--- src/rtl/uart_pkg.sv ---
`default_nettype none
// ============================================================================
//  Module      : uart_pkg
//  Description : Constants and types shared by the UART receiver, the
//                transmitter and the receive FIFO.
//  Revision    : 1.0  initial release
// ============================================================================
package uart_pkg;

    // Default frame format. Every UART block takes its defaults from here so
    // the receiver and the FIFO agree on the frame width.
    localparam int UART_NO_OF_BITS    = 8;
    localparam int UART_PARITY_ENABLE = 1;
    localparam int UART_STOP_BIT      = 1;

    // One data frame at the default width.
    typedef logic [UART_NO_OF_BITS-1:0] uart_data_t;

endpackage : uart_pkg
`default_nettype wire

--- src/rtl/uart_rx_fifo_if.sv ---
`default_nettype none
// ============================================================================
//  Module      : uart_rx_fifo_if
//  Description : Connects the UART receiver and the host to the receive FIFO.
//                The slave modport is the FIFO side. The master modport is the
//                receiver/host side.
//  Signals     : rx_done_in/rx_data_in/rx_error_in  - receiver frame strobe,
//                                                     data, parity error
//                rd_en/rd_data/rd_valid             - host pop handshake
//                empty/full/almost_full/count       - occupancy status
//                overrun/rx_error/clr_flags         - sticky flags and clear
//  Revision    : 1.0  initial release
// ============================================================================
interface uart_rx_fifo_if #(
    parameter int NO_OF_BITS = uart_pkg::UART_NO_OF_BITS,
    parameter int DEPTH      = 16
);
    localparam int CNT_W = $clog2(DEPTH) + 1;

    logic                  rx_done_in;
    logic [NO_OF_BITS-1:0] rx_data_in;
    logic                  rx_error_in;
    logic                  rd_en;
    logic [NO_OF_BITS-1:0] rd_data;
    logic                  rd_valid;
    logic                  empty;
    logic                  full;
    logic                  almost_full;
    logic [CNT_W-1:0]      count;
    logic                  overrun;
    logic                  rx_error;
    logic                  clr_flags;

    modport slave (
        input  rx_done_in, rx_data_in, rx_error_in, rd_en, clr_flags,
        output rd_data, rd_valid, empty, full, almost_full, count,
               overrun, rx_error
    );

    modport master (
        output rx_done_in, rx_data_in, rx_error_in, rd_en, clr_flags,
        input  rd_data, rd_valid, empty, full, almost_full, count,
               overrun, rx_error
    );

endinterface : uart_rx_fifo_if
`default_nettype wire

--- src/rtl/uart_rx_fifo.sv ---
`default_nettype none
// ============================================================================
//  Module      : uart_rx_fifo
//  Description : Receive buffer behind the UART receiver. It captures one
//                frame on each rising edge of rx_done_in and stores it in a
//                synchronous FIFO. The host drains the FIFO with a registered
//                pop (rd_data/rd_valid one cycle after rd_en). The module keeps
//                sticky overrun and parity-error flags and an almost-full level
//                for RTS-style flow control.
//  Ports       : clk    - system clock
//                rst_n  - asynchronous active-low reset
//                bus    - uart_rx_fifo_if.slave (frame input, host read
//                         handshake, status and flags)
//  Revision    : 1.0  initial release
// ============================================================================
module uart_rx_fifo
    import uart_pkg::*;
#(
    parameter int NO_OF_BITS  = UART_NO_OF_BITS,
    parameter int DEPTH       = 16,
    parameter int AFULL_LEVEL = 12
) (
    input  wire logic         clk,
    input  wire logic         rst_n,
    uart_rx_fifo_if.slave     bus
);

    localparam int ADDR_W = $clog2(DEPTH);
    localparam int CNT_W  = ADDR_W + 1;

    logic [NO_OF_BITS-1:0] r_mem [DEPTH];
    logic [ADDR_W-1:0]     r_wr_ptr;
    logic [ADDR_W-1:0]     r_rd_ptr;
    logic [CNT_W-1:0]      r_count;
    logic                  r_done_q;
    logic [NO_OF_BITS-1:0] r_rd_data;
    logic                  r_rd_valid;
    logic                  r_overrun;
    logic                  r_rx_error;

    logic w_empty;
    logic w_full;
    logic w_push;
    logic w_pop;
    logic w_write;
    logic w_drop;

    assign w_empty = (r_count == '0);
    assign w_full  = (r_count == CNT_W'(DEPTH));

    // r_done_q resets high. If rx_done_in is already high when reset is
    // released, it does not look like a new frame.
    assign w_push  = bus.rx_done_in & ~r_done_q;
    assign w_pop   = bus.rd_en & ~w_empty;

    // When the FIFO is full, a simultaneous pop frees the slot that the push
    // takes. When both pointers are equal, the read sees the old word because
    // the memory write is non-blocking.
    assign w_write = w_push & (~w_full | w_pop);
    assign w_drop  = w_push & w_full & ~w_pop;

    // The storage array has no reset. Only the pointers and count define
    // which entries are valid.
    always_ff @(posedge clk) begin
        if (w_write) begin
            r_mem[r_wr_ptr] <= bus.rx_data_in;
        end
    end

    always_ff @(posedge clk or negedge rst_n) begin
        if (!rst_n) begin
            r_done_q   <= 1'b1;
            r_wr_ptr   <= '0;
            r_rd_ptr   <= '0;
            r_count    <= '0;
            r_rd_data  <= '0;
            r_rd_valid <= 1'b0;
        end else begin
            r_done_q   <= bus.rx_done_in;
            r_rd_valid <= w_pop;
            if (w_write) begin
                r_wr_ptr <= r_wr_ptr + ADDR_W'(1);
            end
            if (w_pop) begin
                r_rd_ptr  <= r_rd_ptr + ADDR_W'(1);
                r_rd_data <= r_mem[r_rd_ptr];
            end
            case ({w_write, w_pop})
                2'b10:   r_count <= r_count + CNT_W'(1);
                2'b01:   r_count <= r_count - CNT_W'(1);
                default: r_count <= r_count;
            endcase
        end
    end

    // The flags are sticky. If a set event and clr_flags occur in the same
    // cycle, the set event wins.
    always_ff @(posedge clk or negedge rst_n) begin
        if (!rst_n) begin
            r_overrun  <= 1'b0;
            r_rx_error <= 1'b0;
        end else begin
            r_overrun  <= (r_overrun  & ~bus.clr_flags) | w_drop;
            r_rx_error <= (r_rx_error & ~bus.clr_flags) | bus.rx_error_in;
        end
    end

    assign bus.rd_data     = r_rd_data;
    assign bus.rd_valid    = r_rd_valid;
    assign bus.count       = r_count;
    assign bus.empty       = w_empty;
    assign bus.full        = w_full;
    assign bus.almost_full = (r_count >= CNT_W'(AFULL_LEVEL));
    assign bus.overrun     = r_overrun;
    assign bus.rx_error    = r_rx_error;

endmodule : uart_rx_fifo
`default_nettype wire

--- src/flat_wrapper.sv ---
// flat-port wrapper written by rule: the top's interface ports become plain ports
module uart_rx_fifo_flat import uart_pkg::*;
#(
    parameter int NO_OF_BITS  = UART_NO_OF_BITS,
    parameter int DEPTH       = 16,
    parameter int AFULL_LEVEL = 12
)
  (clk, rst_n, bus_rx_done_in, bus_rx_data_in, bus_rx_error_in, bus_rd_en, bus_clr_flags, bus_rd_data, bus_rd_valid, bus_empty, bus_full, bus_almost_full, bus_count, bus_overrun, bus_rx_error);
  uart_rx_fifo_if #(.NO_OF_BITS(NO_OF_BITS), .DEPTH(DEPTH)) bus_i ();
  input  wire logic clk;
  input  wire logic rst_n;
  input wire logic [$bits(bus_i.rx_done_in)-1:0] bus_rx_done_in;
  input wire logic [$bits(bus_i.rx_data_in)-1:0] bus_rx_data_in;
  input wire logic [$bits(bus_i.rx_error_in)-1:0] bus_rx_error_in;
  input wire logic [$bits(bus_i.rd_en)-1:0] bus_rd_en;
  input wire logic [$bits(bus_i.clr_flags)-1:0] bus_clr_flags;
  output wire logic [$bits(bus_i.rd_data)-1:0] bus_rd_data;
  output wire logic [$bits(bus_i.rd_valid)-1:0] bus_rd_valid;
  output wire logic [$bits(bus_i.empty)-1:0] bus_empty;
  output wire logic [$bits(bus_i.full)-1:0] bus_full;
  output wire logic [$bits(bus_i.almost_full)-1:0] bus_almost_full;
  output wire logic [$bits(bus_i.count)-1:0] bus_count;
  output wire logic [$bits(bus_i.overrun)-1:0] bus_overrun;
  output wire logic [$bits(bus_i.rx_error)-1:0] bus_rx_error;
  assign bus_i.rx_done_in = bus_rx_done_in;
  assign bus_i.rx_data_in = bus_rx_data_in;
  assign bus_i.rx_error_in = bus_rx_error_in;
  assign bus_i.rd_en = bus_rd_en;
  assign bus_i.clr_flags = bus_clr_flags;
  assign bus_rd_data = bus_i.rd_data;
  assign bus_rd_valid = bus_i.rd_valid;
  assign bus_empty = bus_i.empty;
  assign bus_full = bus_i.full;
  assign bus_almost_full = bus_i.almost_full;
  assign bus_count = bus_i.count;
  assign bus_overrun = bus_i.overrun;
  assign bus_rx_error = bus_i.rx_error;
  uart_rx_fifo #(.NO_OF_BITS(NO_OF_BITS), .DEPTH(DEPTH), .AFULL_LEVEL(AFULL_LEVEL)) u_core (.clk(clk), .rst_n(rst_n), .bus(bus_i));
endmodule
--- config.mk ---
export PLATFORM = sky130hd
export DESIGN_NAME = uart_rx_fifo_flat
export DESIGN_NICKNAME = d
export VERILOG_FILES = /design/src/rtl/uart_pkg.sv /design/src/rtl/uart_rx_fifo_if.sv /design/src/rtl/uart_rx_fifo.sv /design/src/flat_wrapper.sv
export SDC_FILE = /design/constraint.sdc
export NUM_CORES = 1
export LEC_CHECK = 0
export CORE_AREA = 2 2 111 113
export CTS_CLUSTER_DIAMETER = 60
export DETAILED_ROUTE_END_ITERATION = 8
export DIE_AREA = 0 0 113 115
export GPL_ROUTABILITY_DRIVEN = 0
export PLACE_DENSITY = 0.74
export SLEW_MARGIN = 20
export SYNTH_ARGS = -nofsm -noshare
export SYNTH_HDL_FRONTEND = slang
export SYNTH_SLANG_ARGS = --single-unit
--- constraint.sdc ---
create_clock -name clk -period 2.96 [get_ports clk]
set_clock_uncertainty 0.15 [all_clocks]
set_input_delay 0.444 -clock clk [delete_from_list [all_inputs] [get_ports clk]]
set_output_delay 0.444 -clock clk [all_outputs]
set_load 0.02 [all_outputs]
==> flow_metrics.py <==
metrics = {
    "route": {
        "antenna_left": 0,
        "wire_per_inst_um": 21.7,
        "via_per_inst": 5.78,
        "num_vias": 3148,
        "routed_wirelength_um": 11800,
        "drcViolationCount": 5,
        "first_iter_violations": 348,
        "drt_pass1_iterations": 7,
    },
    "worst_setup_path": {
        "required_ns": 3.10,
        "crit_fanout": 9,
        "max_stage_delay_ns": 0.57,
        "cp_top_family": "compound AO/OA/AOI/OAI gates",
        "reg2reg_depth": 9,
        "crit_cells": 9,
        "critPathBufInv": 0,
        "worst_path_max_delay_cell": "or4_4",
        "start_kind": "register",
        "crit_type": "register to register",
        "cp-end-kind": "register",
        "path_cells": "or4_4 -> o21a_1 -> ha_2 -> xor2_1 -> ha_2 -> o211a_1 -> o31ai_1 -> a31oi_1 -> xor2_1",
        "crit_arrival_ns": 2.92,
    },
    "sta": {
        "finalSetupViolCount": 0,
        "hold_viol": 0,
        "worst_slew_pin_slew_ns": 0.636,
        "fin_crit_ns": 2.78,
        "period_share_pct": 94.0,
        "setup_ws_ns": 0.179,
        "rsz0062_at_grt": "false",
        "drv_slew": 0,
        "timing.fmax_mhz": 360,
        "tns_ns": 0,
        "slew_headroom_pct": 57.6,
        "holdWs_ns": 0.191,
    },
    "yosys": {
        "syn-num-nets": 348,
        "async_flop_share_pct": 16.3,
        "synth_area_um2": 6170,
        "synthesis.area_per_instance_um2": 19.0,
        "yosys.area.top_type": "edfxtp_1",
        "ys_seq_area_share_pct": 72.5,
        "synth_top_flop_cell": "edfxtp_1",
        "synth_seq_cells": 153,
        "synth_cell_type_count": 42,
        "synth_edf_count": 128,
        "syn_inst": 325,
        "yosys_warnings": 0,
        "synth_top_area_share_pct": 62.3,
        "ys_top_cells_by_area": "edfxtp_1, mux4_2, dfrtp_1, ha_1, mux2_2",
    },
    "die": {
        "core-area_um2": 11800,
        "die_h_um": 115,
        "initial_core_util_pct": 52.2,
        "num_rows": 40,
        "die_area_um2": 13000,
        "die_w_um": 113,
        "pin_count": 33,
    },
    "pwr": {
        "sw_frac_of_total_pct": 29.4,
        "p_sw_w": 0.00205,
        "cellPowerDensity_nw_per_um2": 941,
        "p_total_w": 0.00696,
        "power.share.clock_pct": 30.7,
        "seqPwrFrac_pct": 40.6,
        "ir_worst_vdd_uv": 606,
        "power_frac_comb_pct": 28.7,
        "p_leak_nw": 2.53,
        "power.internal_w": 0.00491,
    },
    "global_routing": {
        "antenna_found_initial": 0,
        "grt.overflow.total": 0,
        "grt_use_total_pct": 19.8,
        "grt_pass1_wl_um": 18500,
        "grt_pass1_vias": 3229,
        "grt_start_max_net_pins": 36,
    },
    "layout": {
        "final_cells": 545,
        "area.growth.synth_to_final_pct": 20.0,
        "fillCellCount": 819,
        "antenna_cells": 0,
        "final_layout_size_suffix_gt1_share_pct": 28.4,
        "fin_nets": 408,
    },
    "place": {
        "numPortBuffers": 32,
        "dp_cells": 513,
        "hpwl_um": 7440,
        "dp_worst_setup_slack_ns": 0.0982,
    },
    "clock_tree": {
        "clk_pin_slew_ns": 0.06,
        "cts_resized": 0,
        "post_cts.repair.setup_buffers": 0,
        "htree_levels": 4,
        "clk_latency_ns": 0.42,
        "cts_hold_buf": 0,
        "cts-root-buf": "clkbuf_16",
        "clock-sinks": 153,
        "numCtsBuffers": 17,
        "cts_tree": "done",
        "cts_buffer_depth": 2,
    },
    "worst_hold_path": {
        "min_path_type": "input port to async pin",
    },
    "status": {
        "status": "finished with violations",
        "violations": "design-rule violations",
    },
    "flow_run": {
        "cap_viol_max_count": 0,
    },
}
## cells in the mapped netlist (2+ instances only)
cell type / n
edfxtp_1: 128
mux4_2: 32
dfrtp_1: 24
o22ai_1: 16
a21oi_1: 11
and2_1: 10
mux2_2: 10
ha_1: 9
inv_1: 9
nor2_1: 8
clkbuf_1: 6
xnor2_1: 6
nor4_1: 5
xor2_1: 5
buf_2: 4
buf_6: 4
nand2_1: 4
o21ai_0: 4
buf_1: 3
nand2b_1: 3
a21o_1: 2
buf_4: 2
## worst paths after layout
check / from / to / slack (ns)
worst min register to register: u_core.bus.rx_error / u_core.bus.rx_error / 0.33
min in group clk: u_core.bus.rx_error / u_core.bus.rx_error / 0.33
worst min-delay path: rst_n / u_core.bus.count[2] / 0.19
max in group asynchronous: rst_n / u_core.r_done_q / 1.78
worst max-delay path: u_core.bus.count[0] / u_core.bus.count[4] / 0.18
worst max register to register: u_core.bus.count[0] / u_core.bus.count[4] / 0.18
## layer usage
layer / wire [um] / up-vias / track usage [%]
met1: 4830 / 1586 / 26.9
met2: 5780 / 124 / 30.8
met4: 229 / 0 / 8.54
met5: 0 / - / 0
li1: - / 1418 / -
met3: 965 / 20 / 5.48
## stage by stage
stage	area [um^2]	util, %
after CTS	7400	62.6
after global routing	7400	62.6
after detailed placement	6810	57.7
after floorplan	6190	-
after global placement	6810	57.7
final	7400	62.6
## worst register-to-register path, stage by stage (launching register included)
cell,delay (ns)
dfrtp_1,0.47
or4_4,0.57
o21a_1,0.20
ha_2,0.24
xor2_1,0.17
ha_2,0.20
o211a_1,0.21
o31ai_1,0.21
a31oi_1,0.08
xor2_1,0.16
## cell families (layout without fill, tap and decap cells)
| kind of cell | count (synthesis) | count (layout) | share of synthesized area (%) |
|---|---|---|---|
| DFF | 153 | 153 | 72.5 |
| AOI/OAI and AO/OA | 42 | 42 | 4.42 |
| muxes | 42 | 42 | 13.5 |
| and+or+nand+nor | 39 | 39 | 3.73 |
| buffers and inverters | 29 | 102 | 2.45 |
| xor gates and xnor gates | 11 | 11 | 1.56 |
| adders and majority gates | 9 | 9 | 1.83 |
## cell usage in the layout, fill, tap and decap left out, types with 2 or more instances in the layout
cell             netlist  layout
edfxtp_1             128     128
mux4_2                32      32
clkdlybuf4s50_1        0      32
buf_4                  2      27
dfrtp_1               24      22
clkbuf_16              0      17
o22ai_1               16      16
a21oi_1               11      11
and2_1                10      10
mux2_2                10      10
inv_1                  9       9
nor2_1                 8       8
ha_1                   9       7
xnor2_1                6       6
xor2_1                 5       5
clkinvlp_4             0       5
nor4_2                 0       4
nand2_1                4       4
o21ai_0                4       4
nand2b_1               3       3
bufinv_16              0       3
clkbuf_1               6       3
a21o_1                 2       2
ha_2                   0       2
clkinv_2               0       2
dfrtp_2                0       2
## layout make-up
| class | count | area, um^2 | share of cell area [%] |
|---|---|---|---|
| sequential | 153 | 4470 | 60.4 |
| multi-input combinational | 143 | 1580 | 21.3 |
| timing repair buffer | 60 | 543 | 7.34 |
| clock buffer | 20 | 437 | 5.90 |
| tap | 147 | 184 | 2.49 |
| clock inverter | 12 | 150 | 2.03 |
| inverter | 10 | 37.5 | 0.507 |
## power by group through the flow
stage / clock, W / sequential [W] / combinational, W
after floorplan: 0 / 0.00285 / 0.00139
after global placement: 0 / 0.00285 / 0.00197
after detailed placement: 0 / 0.00287 / 0.00201
after CTS: 0.00215 / 0.00283 / 0.00202
after global routing: 0.00224 / 0.00286 / 0.00217
final: 0.00213 / 0.00283 / 0.00200
## registers in the layout, indices dropped and copies added (netlist names), 4 cells and up
name,count
u_core.bus.count,5
u_core.r_rd_ptr,4
u_core.bus.rd_data,8
u_core.r_wr_ptr,4
u_core.r_mem,128
Note: power is estimated with default switching activity, not from simulation.
